<file path="src/rtl/pio_deb_pkg.sv">
// Shared constants for the debounced Avalon-MM PIO.
// Register map, edge-mode encodings and PWM width.
package pio_deb_pkg;

  localparam logic [2:0] ADDR_DATA_IN  = 3'd0;
  localparam logic [2:0] ADDR_DATA_OUT = 3'd1;
  localparam logic [2:0] ADDR_OUT_SET  = 3'd2;
  localparam logic [2:0] ADDR_OUT_CLR  = 3'd3;
  localparam logic [2:0] ADDR_IRQ_MASK = 3'd4;
  localparam logic [2:0] ADDR_EDGE_CAP = 3'd5;
  localparam logic [2:0] ADDR_PWM_DUTY = 3'd6;

  localparam int EDGE_FALL = 0;
  localparam int EDGE_RISE = 1;
  localparam int EDGE_BOTH = 2;

  localparam int PWM_W = 8;

endpackage

</file>
<file path="src/rtl/pio_debounce_ch.sv">
// One input channel: 2-FF synchroniser, stability counter
// and debounced output flop.
module pio_debounce_ch
  import pio_deb_pkg::*;
#(
  parameter int   DEB_CYCLES = 50000,
  parameter logic RESET_VAL  = 1'b1
) (
  input  logic clk,
  input  logic reset_n,
  input  logic pin,
  output logic deb
);

  localparam int CW = $clog2(DEB_CYCLES + 1);

  localparam logic [CW-1:0] CNT_LAST = CW'(DEB_CYCLES - 1);

  logic          sync_q1;
  logic          sync_q2;
  logic [CW-1:0] cnt;

  // Flip only after DEB_CYCLES consecutive disagreeing cycles.
  always_ff @(posedge clk) begin
    if (!reset_n) begin
      sync_q1 <= RESET_VAL;
      sync_q2 <= RESET_VAL;
      cnt     <= '0;
      deb     <= RESET_VAL;
    end else begin
      sync_q1 <= pin;
      sync_q2 <= sync_q1;
      if (sync_q2 != deb) begin
        if (cnt == CNT_LAST) begin
          deb <= sync_q2;
          cnt <= '0;
        end else begin
          cnt <= cnt + CW'(1);
        end
      end else begin
        cnt <= '0;
      end
    end
  end

endmodule

</file>
<file path="src/rtl/pio_deb_avmm.sv">
// Avalon-MM PIO: debounced inputs with edge capture/irq, set/clr outputs.
// Optional global PWM dimmer on pin_out when PIO_DEB_PWM_EN is defined.
module pio_deb_avmm
  import pio_deb_pkg::*;
#(
  parameter int                 NUM_IN     = 2,
  parameter int                 NUM_OUT    = 8,
  parameter int                 DEB_CYCLES = 50000,
  parameter int                 EDGE_MODE  = 0,
  parameter logic [NUM_IN-1:0]  IN_RESET   = '1,
  parameter logic [NUM_OUT-1:0] OUT_RESET  = '0
) (
  input  logic               clk,
  input  logic               reset_n,
  input  logic [2:0]         address,
  input  logic               read,
  input  logic               write,
  input  logic [31:0]        writedata,
  output logic [31:0]        readdata,
  input  logic [NUM_IN-1:0]  pin_in,
  output logic [NUM_OUT-1:0] pin_out,
  output logic               irq
);

  logic [NUM_IN-1:0]  din;
  logic [NUM_IN-1:0]  din_d;
  logic [NUM_IN-1:0]  edge_hit;
  logic [NUM_IN-1:0]  edge_cap;
  logic [NUM_IN-1:0]  cap_clr;
  logic [NUM_IN-1:0]  irq_mask;
  logic [NUM_OUT-1:0] data_out;
  logic [31:0]        rd_mux;
  logic [NUM_IN-1:0]  wd_in;
  logic [NUM_OUT-1:0] wd_out;

  assign wd_in  = writedata[NUM_IN-1:0];
  assign wd_out = writedata[NUM_OUT-1:0];

  for (genvar i = 0; i < NUM_IN; i++) begin : g_ch
    pio_debounce_ch #(
      .DEB_CYCLES (DEB_CYCLES),
      .RESET_VAL  (IN_RESET[i])
    ) u_ch (
      .clk     (clk),
      .reset_n (reset_n),
      .pin     (pin_in[i]),
      .deb     (din[i])
    );
  end

  always_comb begin
    edge_hit = '0;
    case (EDGE_MODE)
      EDGE_RISE: edge_hit = din & ~din_d;
      EDGE_BOTH: edge_hit = din ^ din_d;
      default:   edge_hit = din_d & ~din;
    endcase
  end

  assign cap_clr = (write && address == ADDR_EDGE_CAP)
                 ? wd_in : '0;

`ifdef PIO_DEB_PWM_EN
  logic [PWM_W-1:0] pwm_duty;
  logic [PWM_W-1:0] pwm_cnt;
  logic             pwm_on;

  always_ff @(posedge clk) begin
    if (!reset_n) begin
      pwm_duty <= '1;
      pwm_cnt  <= '0;
    end else begin
      pwm_cnt <= pwm_cnt + PWM_W'(1);
      if (write && address == ADDR_PWM_DUTY)
        pwm_duty <= writedata[PWM_W-1:0];
    end
  end

  // Full duty must never blank, so 255 bypasses the compare.
  assign pwm_on  = (pwm_cnt < pwm_duty) || (&pwm_duty);
  assign pin_out = data_out & {NUM_OUT{pwm_on}};
`else
  assign pin_out = data_out;
`endif

  always_comb begin
    rd_mux = '0;
    case (address)
      ADDR_DATA_IN:  rd_mux[NUM_IN-1:0]  = din;
      ADDR_DATA_OUT: rd_mux[NUM_OUT-1:0] = data_out;
      ADDR_IRQ_MASK: rd_mux[NUM_IN-1:0]  = irq_mask;
      ADDR_EDGE_CAP: rd_mux[NUM_IN-1:0]  = edge_cap;
`ifdef PIO_DEB_PWM_EN
      ADDR_PWM_DUTY: rd_mux[PWM_W-1:0]   = pwm_duty;
`endif
      default:       rd_mux = '0;
    endcase
  end

  // A fresh edge outranks a same-cycle W1C on its bit.
  always_ff @(posedge clk) begin
    if (!reset_n) begin
      readdata <= '0;
      irq      <= 1'b0;
      data_out <= OUT_RESET;
      irq_mask <= '0;
      edge_cap <= '0;
      din_d    <= IN_RESET;
    end else begin
      din_d    <= din;
      edge_cap <= (edge_cap & ~cap_clr) | edge_hit;
      irq      <= |(edge_cap & irq_mask);
      if (read)
        readdata <= rd_mux;
      if (write) begin
        case (address)
          ADDR_DATA_OUT: data_out <= wd_out;
          ADDR_OUT_SET:  data_out <= data_out | wd_out;
          ADDR_OUT_CLR:  data_out <= data_out & ~wd_out;
          ADDR_IRQ_MASK: irq_mask <= wd_in;
          default: ;
        endcase
      end
    end
  end

  logic unused_ok;
  assign unused_ok = ^writedata;

endmodule

</file>
<file path="config.mk">
export PLATFORM = sky130hd
export DESIGN_NAME = pio_deb_avmm
export DESIGN_NICKNAME = d
export VERILOG_FILES = /design/src/rtl/pio_deb_pkg.sv /design/src/rtl/pio_debounce_ch.sv /design/src/rtl/pio_deb_avmm.sv
export SDC_FILE = /design/constraint.sdc
export NUM_CORES = 1
export LEC_CHECK = 0
export CAP_MARGIN = 40
export CORE_MARGIN = 2
export CORE_UTILIZATION = 49
export CTS_CLUSTER_SIZE = 16
export DETAILED_ROUTE_END_ITERATION = 12
export GPL_ROUTABILITY_DRIVEN = 0
export PLACE_DENSITY = 0.82
export REMOVE_ABC_BUFFERS = 1
export SETUP_SLACK_MARGIN = 0.05
export SLEW_MARGIN = 25
export SYNTH_ARGS = -nofsm -noshare
export SYNTH_HDL_FRONTEND = slang
export SYNTH_SLANG_ARGS = --single-unit
</file>
<file path="constraint.sdc">
create_clock -name clk -period 4.1 [get_ports clk]
set_input_delay 0.82 -clock clk [delete_from_list [all_inputs] [get_ports clk]]
set_output_delay 0.82 -clock clk [all_outputs]
set_load 0.01 [all_outputs]
</file>
* Word level (Yosys, flattened, before mapping)
Index checks and enable logic that the tools add are counted.
** Operators by class
- Add/subtract/negate cells :: 2
- Equality and inequality tests :: 9
- Mux-type cells :: 4
- Bitwise logic cells :: 12
- Reductions and logical operators :: 10
** Operators with widths (count)
- $add A16 B1 Y16 const B :: 2
- $eq A16 B16 Y1 const B :: 2
- $pmux W8 S3 :: 1
- $and A8 B8 Y8 :: 1
- $not A8 Y8 :: 1
- $or A8 B8 Y8 :: 1
- $pmux W2 S4 :: 1
- $reduce_and A2 Y1 :: 4
- $and A2 B2 Y2 :: 3
- $eq A3 B2 Y1 const B :: 2
- $eq A3 B3 Y1 const B :: 2
- $mux W6 :: 1
- $reduce_or A3 Y1 :: 2
- $not A2 Y2 :: 2
- $eq A3 B1 Y1 const B :: 1
- $logic_not A3 Y1 :: 1
- $not A1 Y1 :: 3
- $reduce_bool A3 Y1 :: 1
- $mux W2 :: 1
- $ne A1 B1 Y1 :: 2
- $or A2 B2 Y2 :: 1
- $reduce_or A2 Y1 :: 1
- $logic_and A1 B1 Y1 :: 1
** Storage, ports and cells
- Bits in registers :: 61
- Input port bits :: 41
- Output and inout port bits :: 41
- Logic and storage cells :: 51

* Logic depth before layout (Yosys ltp)
Gate-level depths: netlist of run 1.
- Word-level depth :: 6
- Gate-level depth with buffers :: 6

* By module
From an unflattened synthesis of run 1, not the netlist that was laid out.
** Second synthesis, totals
- Cell total of the unflattened synthesis :: 316
- Area, all modules :: 2892.8 um^2
** Modules (own cells, without submodules)
- pio_debounce_ch :: times used 2, cells each 87, area each 810.8 um^2
- pio_deb_avmm :: times used 1, cells each 142, area each 1271.2 um^2

* Least setup slack after synthesis of run 1
Ideal clock, no wire load.
- Path type :: input port to flip-flop
- Start :: in address[0]
- End :: reg data_out[0], in the netlist pin_out[0]
- Library setup time :: 0.126 ns
- Arrival :: 1.642 ns
- Required time :: 3.974 ns
- Path slack :: 2.333 ns
- Stages :: 5
- Path buffers :: 1
- Cell sequence :: nor2_1 > or3b_2 > clkbuf_1 > o21ai_0 > a21boi_0
** Between the ends
- Cells in the longest elaborated chain, start to end :: 3
- Elaborated cells between the ends (all ways) :: 6
** Ends and longest elaborated chain
- start: declaration :: RTL line pio_deb_avmm.sv:15 : input logic [2:0] address,
- $eq A3 B2 Y1 or $eq A3 B1 Y1 (tied branches) :: RTL line pio_deb_avmm.sv:116 : case (address)
- $reduce_bool A3 Y1 (no line)
- $reduce_and A2 Y1 (no line)
- end signal: assignment :: RTL line pio_deb_avmm.sv:117 : ADDR_DATA_OUT: data_out <= wd_out;
- end signal: assignment :: RTL line pio_deb_avmm.sv:118 : ADDR_OUT_SET: data_out <= data_out | wd_out;
- end signal: assignment :: RTL line pio_deb_avmm.sv:119 : ADDR_OUT_CLR: data_out <= data_out & ~wd_out;
- end: declaration :: RTL line pio_deb_avmm.sv:31 : logic [NUM_OUT-1:0] data_out;
Parallel ways exist; a longest one is shown, timed or not.
A chain may end at the register's enable or synchronous reset.

* Worst setup path after layout of run 1
- Start :: in address[1]
- End :: reg data_out[7], in the netlist pin_out[7]
The elaborated chain is that of the path after synthesis.

==> results of run 1 <==
[state kept, by name, indices dropped and copies added (netlist names)]
name,cells
pin_out,8
g_ch.u_ch.sync_q2,2
readdata,8
irq,1
g_ch.u_ch.sync_q1,2
irq_mask,2
din_d,2
g_ch.u_ch.cnt,32
g_ch.u_ch.deb,2
edge_cap,2
[synthesized netlist by cell type (2+ instances only)]
| library cell | number |
|---|---|
| dfxtp_1 | 61 |
| a21boi_0 | 8 |
| nand4_1 | 9 |
| a21oi_1 | 13 |
| mux2i_1 | 4 |
| nand2_1 | 24 |
| nand3_1 | 10 |
| nor3_1 | 8 |
| clkbuf_1 | 8 |
| nand2b_1 | 6 |
| and3_1 | 4 |
| ha_1 | 2 |
| xnor2_1 | 15 |
| o21ai_0 | 9 |
| nor2_1 | 34 |
| buf_4 | 24 |
| o31ai_1 | 2 |
| or4_1 | 3 |
| nor2b_1 | 32 |
| nor4_1 | 3 |
| nor4bb_1 | 2 |
| inv_1 | 4 |
| and4b_1 | 2 |
| xor2_1 | 12 |
| and4_1 | 4 |
| mux4_2 | 2 |
[layout make-up]
| type | count | area, um^2 |
|---|---|---|
| fillers | 487 | 2220 |
| flip-flops and latches | 61 | 1220 |
| well taps | 72 | 90.1 |
| clock buffers | 13 | 179 |
| repair buffers | 36 | 350 |
| multi-input cells | 240 | 1440 |
| inverters | 4 | 15.0 |
| clock inverters | 3 | 17.5 |
[worst paths after layout]
kind	startpoint	to	slack [ps]	cells past startpoint
max reg2reg	g_ch[1].u_ch.cnt[12]$_SDFF_PP0_	g_ch[1].u_ch.cnt[12]$_SDFF_PP0_	2260	4
min reg2reg	g_ch[0].u_ch.sync_q1$_SDFF_PN1_	g_ch[0].u_ch.sync_q2$_SDFF_PN1_	410	1
min	g_ch[0].u_ch.sync_q1$_SDFF_PN1_	g_ch[0].u_ch.sync_q2$_SDFF_PN1_	410	1
max	address[1]	pin_out[7]$_SDFFE_PN0P_	1630	6
[worst reg2reg max path, stage by stage, from the launching register on]
cell     delay, ps
dfxtp_1        360
or4_1          530
or4_4          560
nand3_4        200
nor2_1          80
[per-layer routing]
metal / global-route usage, % / up-vias / share of wire [%] / wire, um
met5: 0 / - / 0 / 0
met2: 27.5 / 50 / 46 / 2450
met3: 4.86 / 11 / 4.5 / 240
li1: - / 1097 / - / -
met4: 8.14 / 0 / 2.0 / 108
met1: 23.0 / 1005 / 47 / 2490
[cell usage in the layout, fill, tap and decap left out, types with 2 or more instances in the layout]
cell             synthesis  layout
dfxtp_1                 61      61
nor2_1                  34      34
clkdlybuf4s50_1          0      33
nor2b_1                 32      32
nand2_1                 24      24
conb_1                   1      24
xnor2_1                 15      15
a21oi_1                 13      13
clkbuf_8                 0      13
xor2_1                  12      12
nand3_1                 10      10
o21ai_0                  9       9
nand4_1                  9       9
a21boi_0                 8       8
nor3_1                   8       8
nand2b_1                 6       6
and4_1                   4       4
and3_1                   4       4
inv_1                    4       4
mux2i_1                  4       4
or4_1                    3       3
nor4_1                   3       3
nor4bb_1                 2       2
and4b_1                  2       2
o31ai_1                  2       2
mux4_2                   2       2
ha_1                     2       2
clkinv_2                 0       2
buf_4                   24       2
[power breakdown]
part	internal [mW]	leakage [nW]	total, mW	switching (mW)
logic	0.0343	0.544	0.0719	0.0375
clock network	0.283	0.101	0.514	0.231
registers	0.599	0.493	0.603	0.00406
[stage by stage]
stage | total power, mW | hold WS [ps] | setup WS (ps)
2_1_floorplan | 0.649 | 386 | 2210
4_1_cts | 1.19 | 413 | 1650
6_report | 1.19 | 409 | 1630
5_1_grt | 1.23 | 435 | 1460
3_5_place_dp | 0.687 | 399 | 1300
3_3_place_gp | 0.686 | 390 | 1310
[kinds of logic (layout without fill, tap and decap cells)]
group | Yosys count | count (layout) | share of synthesized area, %
xor gates and xnor gates | 27 | 27 | 8.39
muxes | 6 | 6 | 3.02
adders and majority gates | 2 | 2 | 0.888
buffers and inverters | 37 | 56 | 8.53
DFF | 61 | 61 | 43.3
other | 1 | 24 | 0.133
and+or+nand+nor | 148 | 148 | 28.9
AOI/OAI and AO/OA | 33 | 33 | 6.84
==> metrics.md, run 1 <==
| Metric | Value |
|---|---|
| CP required | 4370 ps |
| Yosys cell types | 36 |
| Post-synth EDFFs | 0 |
| Delay-heaviest family, CP | buffers and inverters |
| Largest net degree at the start of global routing | 33 |
| Final std cells w/o fill | 429 |
| Final hold violations | 0 |
| Design Area, Final | 0.00332 mm^2 |
| Area of the mapped netlist | 0.00282 mm^2 |
| Fraction of registers with async set/reset | 0% |
| Clk buf depth | 2 |
| Starting Density | 50.9% |
| RSZ-0062 raised after global routing | no |
| Die area | 0.00637 mm^2 |
| Placed insts | 412 |
| Lkg Pwr | 1.14 nW |
| Antenna violations before repair | 0 |
| I/O Pins | 82 |
| Inserted Diodes | 0 |
| Cells after Synth | 315 |
| Die Y | 79.8 um |
| Clock sinks | 61 |
| Mapped Avg Cell Area | 8.95 um^2 |
| Yosys top cell area share | 43.3% |
| Sequential-to-total area share from yosys stat | 43.3% |
| Crit Path Class | in2reg |
| Antenna Nets Post-Route | 0 |
| Die W | 79.8 um |
| Clk pin slew, worst setup/hold paths | 70 ps |
| Yosys top cell by area | dfxtp_1 |
| TritonCTS clock tree | yes |
| Vias in the first global route | 1,943 |
| Root Buffer | clkbuf_8 |
| Maximum vdd drop | 0.271 mV |
| Synth Flop Type | dfxtp_1 |
| Initial drt markers | 164 |
| # Post-CTS Setup Buffers | 0 |
| Post-DP Area | 0.00311 mm^2 |
| Startpoint Class | input port |
| Synth area leaders | dfxtp_1 (43%), nor2b_1 (7.1%), buf_4 (6.4%), xnor2_1 (4.7%), nor2_1 (4.5%) |
| CP max FO | 14 |
| Yosys warnings | 0 |
| Global-route wire length before repair | 8760 um |
| Max_slew headroom | 54.3% |
| Hold Buf Count CTS | 0 |
| DRC Markers | 0 |
| Final period utilization | 60.1% |
| Util after Layout | 59.8% |
| Drt wl/cell | 12.3 um |
| Site row count | 27 |
| Power Density | 359 mW/mm^2 |
| Max Cap Viol | 0 |
| Worst EP arrival | 2730 ps |
| Core footprint | 0.00554 mm^2 |
| Post-DP HPWL | 3590 um |
| Final setup viols | 0 |
| Max incr delay on CP | 730 ps |
| P&R area growth vs syn | 17.7% |
| GRT Total Usage | 17.7% |
| Clk Latency, worst-skew pair | 330 ps |
| Crit-path slowest cell | clkdlybuf4s50_1 |
| Htree depth | 3 |
| Total length of routed wires | 5290 um |
| FMAX | 406 MHz |
| Number of synthesized register bits | 61 |
| Fin Setup TNS | 0 ps |
| CP Buf/Inv Count | 2 |
| Tmin final | 2470 ps |
| Final #Nets | 395 |
| Ratio of cells with drive above 1 in the final layout | 7.00% |
| Detailed Routing Iterations Pass 1 | 6 |
| Remaining global-route overflow | 0 |
| Min-delay worst type | reg2reg |
| Fin. max-slew vios | 0 |
| I/O Buffers | 33 |
| Clk_skew | 3.92 ps |
| DR vias | 2,163 |
| Actual slew at the worst max-slew pin | 676 ps |
| Post_cts resized | 0 |
| Critical Path Sink Type | flip-flop |
| CP cell instances | clkdlybuf4s50_1, nor2_1, nor4bb_1, buf_4, nand2_1, a21boi_0 |
| Vias per cell | 5.04 |
| Clock buffer count from CTS | 9 |
| Outcome | complete, no violations |
(Power assumes the default switching activity.)
==> run 2: changes to the inputs <==
--- a/config.mk
+++ b/config.mk
@@ -7,11 +7,11 @@
 export LEC_CHECK = 0
 export CAP_MARGIN = 40
 export CORE_MARGIN = 2
-export CORE_UTILIZATION = 49
+export CORE_UTILIZATION = 47
 export CTS_CLUSTER_SIZE = 16
 export DETAILED_ROUTE_END_ITERATION = 12
 export GPL_ROUTABILITY_DRIVEN = 0
-export PLACE_DENSITY = 0.82
+export PLACE_DENSITY = 0.79
 export REMOVE_ABC_BUFFERS = 1
 export SETUP_SLACK_MARGIN = 0.05
 export SLEW_MARGIN = 25
==> constraint.sdc (replaced) <==
create_clock -name clk -period 2.4 [get_ports clk]
set_input_delay 0.48 -clock clk [delete_from_list [all_inputs] [get_ports clk]]
set_output_delay 0.48 -clock clk [all_outputs]
set_load 0.01 [all_outputs]
==> run 2 against run 1 <==
Power increased by 70%. Critical path depth decreased by 1. Clock power increased by 66%. Combinational power increased by 82%. Count of clock-buffer cells in the layout increased by 3. Via count increased by 0.97%. Sequential power increased by 71%. Wire length increased by 3.6%. Die area increased by 4.0%. Largest power group unchanged. Utilization decreased by 2.4 points.
==> metrics.md, run 2 (same netlist as run 1, synthesis figures left out) <==
| Metric | Value |
|---|---|
| I/O Pins | 82 |
| Clock Power Share | 42.4% |
| Top reg by flops | g_ch.u_ch.cnt |
| Fin Setup TNS | 0 ps |
| Max Cap Viol | 0 |
| Outcome | complete, no violations |
| Most common cell after layout, fill and taps aside | dfxtp_1 |
| Worst EP arrival | 2070 ps |
| CP Buf/Inv Count | 0 |
| Internal Dissipation | 1.58 mW |
| Clk pin slew, worst setup/hold paths | 60 ps |
| Final setup viols | 0 |
| Post_cts resized | 0 |
| Final period utilization | 77.6% |
| Vias in the first global route | 2,016 |
| Total length of routed wires | 5480 um |
| Design Power | 2.02 mW |
| Post-DP Area | 0.00317 mm^2 |
| Actual slew at the worst max-slew pin | 591 ps |
| CP cell instances | ha_1, nand3_1, or4_4, nand3_4, nor2_1 |
| Max reg flops | 32 |
| Global-route wire length before repair | 8890 um |
| Core footprint | 0.00585 mm^2 |
| FILL cells | 526 |
| Htree depth | 3 |
| P&R area growth vs syn | 19.3% |
| Drt wl/cell | 12.5 um |
| Antenna violations before repair | 0 |
| Fin. max-slew vios | 0 |
| Design Area, Final | 0.00336 mm^2 |
| Vias per cell | 4.99 |
| Grt peak-use layer | met2 |
| Die Y | 81.4 um |
| Clk buf depth | 2 |
| DR vias | 2,184 |
| FMAX | 537 MHz |
| Post-DP HPWL | 3900 um |
| Met1 GRT Util | 22.6% |
| CP max FO | 16 |
| M2 GR Usage | 27.3% |
| Crit Path Class | reg2reg |
| Inserted Diodes | 0 |
| Antenna Nets Post-Route | 0 |
| GRT Total Usage | 17.6% |
| Hold Buf Count CTS | 0 |
| Site row count | 28 |
| Power Density | 600 mW/mm^2 |
| RSZ-0062 raised after global routing | no |
| Max_slew headroom | 60.5% |
| Largest net degree at the start of global routing | 19 |
| Clock buffer count from CTS | 9 |
| Startpoint Class | flip-flop |
| I/O Buffers | 33 |
| Max incr delay on CP | 640 ps |
| Clock sinks | 61 |
| Ratio of cells with drive above 1 in the final layout | 7.71% |
| DRC Markers | 0 |
| # Post-CTS Setup Buffers | 0 |
| Met3 GRT Util | 5.38% |
| Tmin final | 1860 ps |
| Final std cells w/o fill | 438 |
| Delay-heaviest family, CP | simple AND/OR/NAND/NOR gates |
| Combinational power share | 6.5% |
| Clk Latency, worst-skew pair | 330 ps |
| Seq pwr share | 51.1% |
| Die W | 81.4 um |
| Commonest cells after routing, fill and taps aside | dfxtp_1 (61), nor2_1 (34), clkdlybuf4s50_1 (33) |
| Lkg Pwr | 1.16 nW |
| Critical Path Sink Type | flip-flop |
| Die area | 0.00663 mm^2 |
| Initial drt markers | 116 |
| Sw Ratio | 21.7% |
| Remaining global-route overflow | 0 |
| Detailed Routing Iterations Pass 1 | 4 |
| Root Buffer | clkbuf_8 |
| Clk_skew | 4.45 ps |
| Net Switching | 0.438 mW |
| Final #Nets | 401 |
| Crit-path slowest cell | or4_4 |
| Maximum vdd drop | 0.480 mV |
| Final hold violations | 0 |
| Min-delay worst type | reg2reg |
| CP required | 2610 ps |
| TritonCTS clock tree | yes |
| Placed insts | 422 |
| Starting Density | 48.2% |
==> run 2: changes by cell type in the layout (fill, tap and decap cells not counted), sizes merged <==
| cell | delta |
|---|---|
| clkinvlp | -1 |
| clkbuf | +2 |
| buf | +7 |
| clkinv | -2 |
==> run 2: per-stage QoR <==
step                      setup WS, ps  util [%]  hold WS [ps]
final                              538      57.4           419
after CTS                          541      57.4           425
after floorplan                    701         -           386
after detailed placement           310      54.2           411
after global routing               434      57.4           437
after global placement             353      54.2           391
==> run 2: routing by layer <==
metal,up-vias,part of all wire (%)
met5,-,0
met4,0,1.6
met3,7,2.9
met2,39,49
met1,1030,47
li1,1108,-
==> run 2: final timing paths <==
| check | cells after the start | start | end | slack, ps |
|---|---|---|---|---|
| setup / recovery | 5 | g_ch[1].u_ch.cnt[0]$_SDFF_PP0_ | g_ch[1].u_ch.cnt[11]$_SDFF_PP0_ | 540 |
| hold / removal | 1 | g_ch[1].u_ch.sync_q1$_SDFF_PN1_ | g_ch[1].u_ch.sync_q2$_SDFF_PN1_ | 420 |
| setup reg to reg | 5 | g_ch[1].u_ch.cnt[0]$_SDFF_PP0_ | g_ch[1].u_ch.cnt[11]$_SDFF_PP0_ | 540 |
| hold reg to reg | 1 | g_ch[1].u_ch.sync_q1$_SDFF_PN1_ | g_ch[1].u_ch.sync_q2$_SDFF_PN1_ | 420 |
==> run 2: final cells by class <==
class	instances	area, um^2	share of cell area (%)
repair buffers	42	398	11.8
inverters	4	15.0	0.447
flip-flops and latches	61	1220	36.3
multi-input cells	240	1440	42.9
clock buffers	16	190	5.66
well taps	75	93.8	2.79
==> run 2: worst register-to-register path: cells and delay by family, from the launching register on <==
family,cells,cell delay [ps]
and+or+nand+nor,4,1170
DFF,1,370
adders and majority gates,1,200
==> run 2: power by group through the flow <==
stage          Combinational [mW]  Sequential [mW]  Clock, mW
2_1_floorplan              0.0533             1.05          0
3_3_place_gp                0.128             1.05          0
3_5_place_dp                0.131             1.05          0
4_1_cts                     0.131             1.03      0.877
5_1_grt                     0.146             1.03      0.926
6_report                    0.131             1.03      0.854
